**src/rtl/mbist_fail_logger.sv**
```systemverilog
// mbist_fail_logger
//   Sits behind the MBIST 8-bit comparator. Each strobed compare (cmp_valid)
//   whose eq flag is low counts as a mismatch while the logger is ACTIVE.
//   For every mismatch it:
//   - bumps a saturating error counter;
//   - sets the sticky any_fail flag and captures the first failing address;
//   - pushes an (addr, expected, actual) record into a small FIFO.
//   The FIFO drains over a valid/ready port. A record that finds the FIFO full
//   (and no pop in the same cycle) is dropped and sets the sticky overflow flag.
//   Once test_done arrives the logger sits in DONE, where pass reports the
//   verdict.
//
// Optional build macro: MBIST_FAIL_STOP_EN
//   When defined, the first mismatch moves the FSM to DONE on the next cycle
//   and raises halt_req until the next start or reset. When undefined,
//   halt_req is tied low and logging runs until test_done.
//
// Ports
//   clk, rst_n               clock, synchronous active-low reset
//   start, test_done         control pulses from the MBIST controller
//   cmp_valid, eq            compare strobe and equal flag
//   addr, data_t, ramout     compared address, expected data, actual data
//   fail_valid, fail_ready   FIFO head handshake
//   fail_addr/exp/act        FIFO head record (zero while empty)
//   err_count                saturating mismatch count
//   first_fail_addr          address of the first mismatch
//   any_fail, overflow       sticky status flags
//   busy, done, pass         FSM status and final verdict
//   halt_req                 stop-on-fail request
module mbist_fail_logger #(
  parameter int ADDR_W = 8,
  parameter int DATA_W = 8,
  parameter int DEPTH  = 4,
  parameter int CNT_W  = 8
) (
  input  logic              clk,
  input  logic              rst_n,
  input  logic              start,
  input  logic              test_done,
  input  logic              cmp_valid,
  input  logic              eq,
  input  logic [ADDR_W-1:0] addr,
  input  logic [DATA_W-1:0] data_t,
  input  logic [DATA_W-1:0] ramout,
  output logic              fail_valid,
  input  logic              fail_ready,
  output logic [ADDR_W-1:0] fail_addr,
  output logic [DATA_W-1:0] fail_exp,
  output logic [DATA_W-1:0] fail_act,
  output logic [CNT_W-1:0]  err_count,
  output logic [ADDR_W-1:0] first_fail_addr,
  output logic              any_fail,
  output logic              overflow,
  output logic              busy,
  output logic              done,
  output logic              pass,
  output logic              halt_req
);

  localparam int PTR_W = $clog2(DEPTH);
  localparam logic [PTR_W:0] DEPTH_C = DEPTH[PTR_W:0];

  typedef enum logic [1:0] {
    S_IDLE   = 2'd0,
    S_ACTIVE = 2'd1,
    S_DONE   = 2'd2
  } state_t;

  state_t state_q, state_d;

  logic [CNT_W-1:0]  err_count_q, err_count_d;
  logic [ADDR_W-1:0] first_fail_q, first_fail_d;
  logic              any_fail_q, any_fail_d;
  logic              overflow_q, overflow_d;
  logic [PTR_W-1:0]  wr_ptr_q, wr_ptr_d;
  logic [PTR_W-1:0]  rd_ptr_q, rd_ptr_d;
  logic [PTR_W:0]    count_q, count_d;

  // Record storage is datapath only; it is never reset because the
  // occupancy counter decides what is valid.
  logic [ADDR_W-1:0] addr_mem_q [DEPTH];
  logic [DATA_W-1:0] exp_mem_q  [DEPTH];
  logic [DATA_W-1:0] act_mem_q  [DEPTH];

  logic mismatch;
  logic push;
  logic pop;

  assign mismatch   = (state_q == S_ACTIVE) && cmp_valid && !eq && !start;
  assign fail_valid = (count_q != '0);
  assign pop        = fail_valid && fail_ready;
  // A full FIFO still takes the record when its head leaves in the same cycle.
  assign push       = mismatch && ((count_q < DEPTH_C) || pop);

  // FSM next state
  always_comb begin
    state_d = state_q;
    unique case (state_q)
      S_IDLE: begin
        if (start) state_d = S_ACTIVE;
      end
      S_ACTIVE: begin
        if (start)          state_d = S_ACTIVE;
        else if (test_done) state_d = S_DONE;
`ifdef MBIST_FAIL_STOP_EN
        else if (mismatch)  state_d = S_DONE;
`endif
      end
      S_DONE: begin
        if (start) state_d = S_ACTIVE;
      end
      default: state_d = S_IDLE;
    endcase
  end

  // Counters, sticky flags and FIFO pointers
  always_comb begin
    err_count_d  = err_count_q;
    first_fail_d = first_fail_q;
    any_fail_d   = any_fail_q;
    overflow_d   = overflow_q;
    wr_ptr_d     = wr_ptr_q;
    rd_ptr_d     = rd_ptr_q;
    count_d      = count_q;
    if (start) begin
      err_count_d  = '0;
      first_fail_d = '0;
      any_fail_d   = 1'b0;
      overflow_d   = 1'b0;
      wr_ptr_d     = '0;
      rd_ptr_d     = '0;
      count_d      = '0;
    end else begin
      if (mismatch) begin
        if (err_count_q != '1) err_count_d = err_count_q + 1'b1;
        any_fail_d = 1'b1;
        if (!any_fail_q) first_fail_d = addr;
        if (!push) overflow_d = 1'b1;
      end
      if (push) wr_ptr_d = wr_ptr_q + 1'b1;
      if (pop)  rd_ptr_d = rd_ptr_q + 1'b1;
      unique case ({push, pop})
        2'b10:   count_d = count_q + 1'b1;
        2'b01:   count_d = count_q - 1'b1;
        default: count_d = count_q;
      endcase
    end
  end

  always_ff @(posedge clk) begin
    if (!rst_n) begin
      state_q      <= S_IDLE;
      err_count_q  <= '0;
      first_fail_q <= '0;
      any_fail_q   <= 1'b0;
      overflow_q   <= 1'b0;
      wr_ptr_q     <= '0;
      rd_ptr_q     <= '0;
      count_q      <= '0;
    end else begin
      state_q      <= state_d;
      err_count_q  <= err_count_d;
      first_fail_q <= first_fail_d;
      any_fail_q   <= any_fail_d;
      overflow_q   <= overflow_d;
      wr_ptr_q     <= wr_ptr_d;
      rd_ptr_q     <= rd_ptr_d;
      count_q      <= count_d;
    end
  end

  always_ff @(posedge clk) begin
    if (push) begin
      addr_mem_q[wr_ptr_q] <= addr;
      exp_mem_q[wr_ptr_q]  <= data_t;
      act_mem_q[wr_ptr_q]  <= ramout;
    end
  end

`ifdef MBIST_FAIL_STOP_EN
  logic halt_q, halt_d;

  always_comb begin
    halt_d = halt_q;
    if (start)         halt_d = 1'b0;
    else if (mismatch) halt_d = 1'b1;
  end

  always_ff @(posedge clk) begin
    if (!rst_n) halt_q <= 1'b0;
    else        halt_q <= halt_d;
  end

  assign halt_req = halt_q;
`else
  assign halt_req = 1'b0;
`endif

  // Head fields are masked while empty so stale storage never leaks out.
  assign fail_addr       = fail_valid ? addr_mem_q[rd_ptr_q] : '0;
  assign fail_exp        = fail_valid ? exp_mem_q[rd_ptr_q]  : '0;
  assign fail_act        = fail_valid ? act_mem_q[rd_ptr_q]  : '0;
  assign err_count       = err_count_q;
  assign first_fail_addr = first_fail_q;
  assign any_fail        = any_fail_q;
  assign overflow        = overflow_q;
  assign busy            = (state_q == S_ACTIVE);
  assign done            = (state_q == S_DONE);
  assign pass            = (state_q == S_DONE) && !any_fail_q;

endmodule

```
**config.mk**
```make
export PLATFORM = sky130hd
export DESIGN_NAME = mbist_fail_logger
export DESIGN_NICKNAME = d
export VERILOG_FILES = /design/src/rtl/mbist_fail_logger.sv
export SDC_FILE = /design/constraint.sdc
export NUM_CORES = 1
export LEC_CHECK = 0
export ABC_AREA = 1
export CAP_MARGIN = 15
export CORE_ASPECT_RATIO = 0.9
export CORE_MARGIN = 2
export CORE_UTILIZATION = 54
export CTS_CLUSTER_SIZE = 25
export DETAILED_ROUTE_END_ITERATION = 8
export GPL_ROUTABILITY_DRIVEN = 0
export PLACE_DENSITY = 0.8
export SLEW_MARGIN = 20
export SYNTH_ARGS = -nofsm -noshare
export SYNTH_HDL_FRONTEND = slang
export SYNTH_SLANG_ARGS = --single-unit
```
**constraint.sdc**
```tcl
create_clock -name clk -period 3.05 [get_ports clk]
set_input_delay 0.915 -clock clk [delete_from_list [all_inputs] [get_ports clk]]
set_output_delay 0.915 -clock clk [all_outputs]
set_load 0.01 [all_outputs]
```
==> metrics <==
CP Class=flip-flop to output port; peak supply drop=0.3668 mV; Clk pwr share=48.8%; drt total wl=11.82 mm; Inserted Clock Buffers=17; final non-filler cell area=0.006804 mm^2; final core utilization=73.90%; gr busiest metal=met2; Switch Pwr=793.1 uW; CTS clk-pin slew, worst paths=0.06 ns; Layout area overhead=31.77%; Global Route met2 Usage=40.21%; CTS tree=built; maxcap violations=0; total core area=0.009208 mm^2; antenna cells=0; dpl hpwl=6.946 mm; r2r endpoint=count_q[2]; synthesized area per cell=10.83 um^2; CTS Buffer Depth=2; Layout Nets=614; die area=0.01036 mm^2; Hold-fix buffers, CTS=0; GR Layer Usage met3=7.951%; setup violators final=0; Seq/Total Area, Yosys=67.07%; hold crit path type=flip-flop to flip-flop; reg2reg path depth=13; die width=107.1 um; Die Ht=96.77 um; syn nets=515; GRT Total Usage=24.58%; vias in the first global route=3950; P_int=3061 uW; Fin. Hold Viols=0; Crit. End Element=output port; Comb power frac=3.4%; Worst Skew=0.006133 ns; Root Driver=clkbuf_8; r2r setup slk=1.00 ns; Setup Total Neg Slack=0 ns; Post-Syn Area=0.005164 mm^2; Post-synth EDFFs=96; Hold Startpoint=first_fail_addr[7]; DRT iter0 DRCs=313; fin. max-slew vios=0; largest net degree at the start of global routing=39; Synth Flop Type=edfxtp_1; Ys Warns=0; Initial Utilization=56.08%; Peak Freq=0.3523 GHz; IO Count=78; pwr dens=566.5 mW/mm^2; worst-path fanout max=38; commonest non-fill, non-tap cell in the layout=nor2_1; routed length per instance=16.62 um; post-synthesis async set-or-reset flop share=0%; count of input and output buffers=76; antenna-violating nets left=0; routed vias=3863; layout cells sized above 1=13.24%; Min-Delay Path Depth=2; clk sinks=125; most frequent cells in the layout=110 x nor2_1, 96 x edfxtp_1, 52 x clkdlybuf4s50_1; Critical Path Start Type=flip-flop; Pre-antenna DRT Iters=5; post-synth cell types=33; initial antenna violation count=0; WP data required=2.13 ns; unrepaired setup endpoints after global routing=no; # DRC=0; routed vias/inst=5.433; RR Startpoint=count_q[0]; Post-Syn Instances=477; Lkg Pwr=0.002634 uW; status=finished, final reports clean; met1 usage=30.59%; Critical Path AT=1.92 ns; Reg power frac=47.8%; Net Sw Frac=20.58%; final period utilization=93.07%; Tmin final=2.838 ns; H-tree levels=4; Post-DP Area=0.006086 mm^2; hold endpoint=first_fail_addr[7]; first-pass GRT wire length=19.42 mm; Overflow after GRT=0; Row Count=33; clock latency on the worst-skew pair=0.51 ns; Power, Total=3854 uW; Seq cells post-synth=125
## Yosys cell counts, types with 2 or more instances
master / n / area share [%]
a21oi_1: 47 / 4.6
buf_1: 2 / 0.15
buf_2: 9 / 0.87
buf_4: 2 / 0.29
buf_6: 4 / 0.87
clkbuf_1: 2 / 0.15
clkbuf_2: 2 / 0.19
dfxtp_1: 29 / 11
edfxtp_1: 96 / 56
ha_1: 6 / 1.5
inv_1: 29 / 2.1
nand2_1: 40 / 2.9
nand2_2: 3 / 0.36
nand2_4: 2 / 0.44
nand3_1: 15 / 1.5
nand3_2: 3 / 0.58
nand4_1: 2 / 0.24
nor2_1: 114 / 8.3
nor3_1: 2 / 0.19
o21ai_0: 39 / 3.8
o21ai_1: 16 / 1.6
xor2_1: 2 / 0.34
## flip-flops by register name (all words and copies together), names as in the netlist, named ones only
name             flops
act_mem_q           32
addr_mem_q          32
any_fail             1
count_q              3
err_count            8
exp_mem_q           32
first_fail_addr      8
overflow             1
rd_ptr_q             2
state_q              2
wr_ptr_q             2
## routing by layer
| metal | share of wire, % | up-vias |
|---|---|---|
| met3 | 8.4 | 20 |
| li1 | - | 1836 |
| met1 | 40 | 1834 |
| met2 | 50 | 173 |
| met4 | 1.5 | 0 |
| met5 | 0 | - |
## final cells by class
| cell class | instances | area (um^2) |
|---|---|---|
| tap | 122 | 152.6 |
| multi-input combinational | 300 | 1466 |
| timing repair inverter | 2 | 15.01 |
| fill | 587 | 2404 |
| inverter | 31 | 126.4 |
| clock buffer | 18 | 417.9 |
| timing repair buffer | 99 | 1008 |
| sequential | 125 | 3471 |
| clock inverter | 14 | 146.4 |
## repair_timing
item / CTS / global route
endpoints found under the hold margin: 0 / 0
pin swaps: 2 / 0
setup buffers: 10 / 0
cloned: 3 / 0
endpoints found under the setup margin: 24 / 7
gates resized for setup: 27 / 7
## worst max-delay path: stages, from the launching register on
cell           delay, ns
dfxtp_4             0.42
inv_4               0.09
buf_12              0.18
o21ai_0             0.27
a21oi_1             0.15
dlygate4sd2_1       0.31
## power groups by stage
stage          registers, uW  clock network [uW]  logic, uW
2_1_floorplan           1880                   0       44.9
3_3_place_gp            1880                   0        123
3_5_place_dp            1880                   0        126
4_1_cts                 1840                1890        132
5_1_grt                 1840                1980        144
6_report                1840                1880        133
## worst max-delay path by stage
stage | from | to | cells past startpoint
floorplan | start | act_mem_q[0][0] | 5
global placement | fail_ready | count_q[2] | 11
detailed placement | fail_ready | count_q[2] | 11
CTS | flip-flop | fail_act[1] | 5
global route | flip-flop | fail_exp[1] | 6
finish | flip-flop | fail_exp[5] | 5
## through the flow
step | hold slack (ns) | setup WS (ns) | cells
after floorplan | 0.4435 | 0.1713 | 477
after global placement | 0.4513 | 0.2687 | 666
after detailed placement | 0.4650 | 0.1846 | 666
after CTS | 0.4700 | 0.01887 | 711
after global routing | 0.4950 | 0.07218 | 711
final | 0.4685 | 0.2115 | 711
## kinds of logic after synthesis
group	share of synthesized area (%)
AND/OR/NAND/NOR	15.70
flip-flops	67.07
AO/OA/AOI/OAI	10.20
buffers and inverters	4.773
adder cells (fa/ha/maj)	1.842
XOR/XNOR	0.3393
other	0.07262
(Power assumes the default switching activity.)
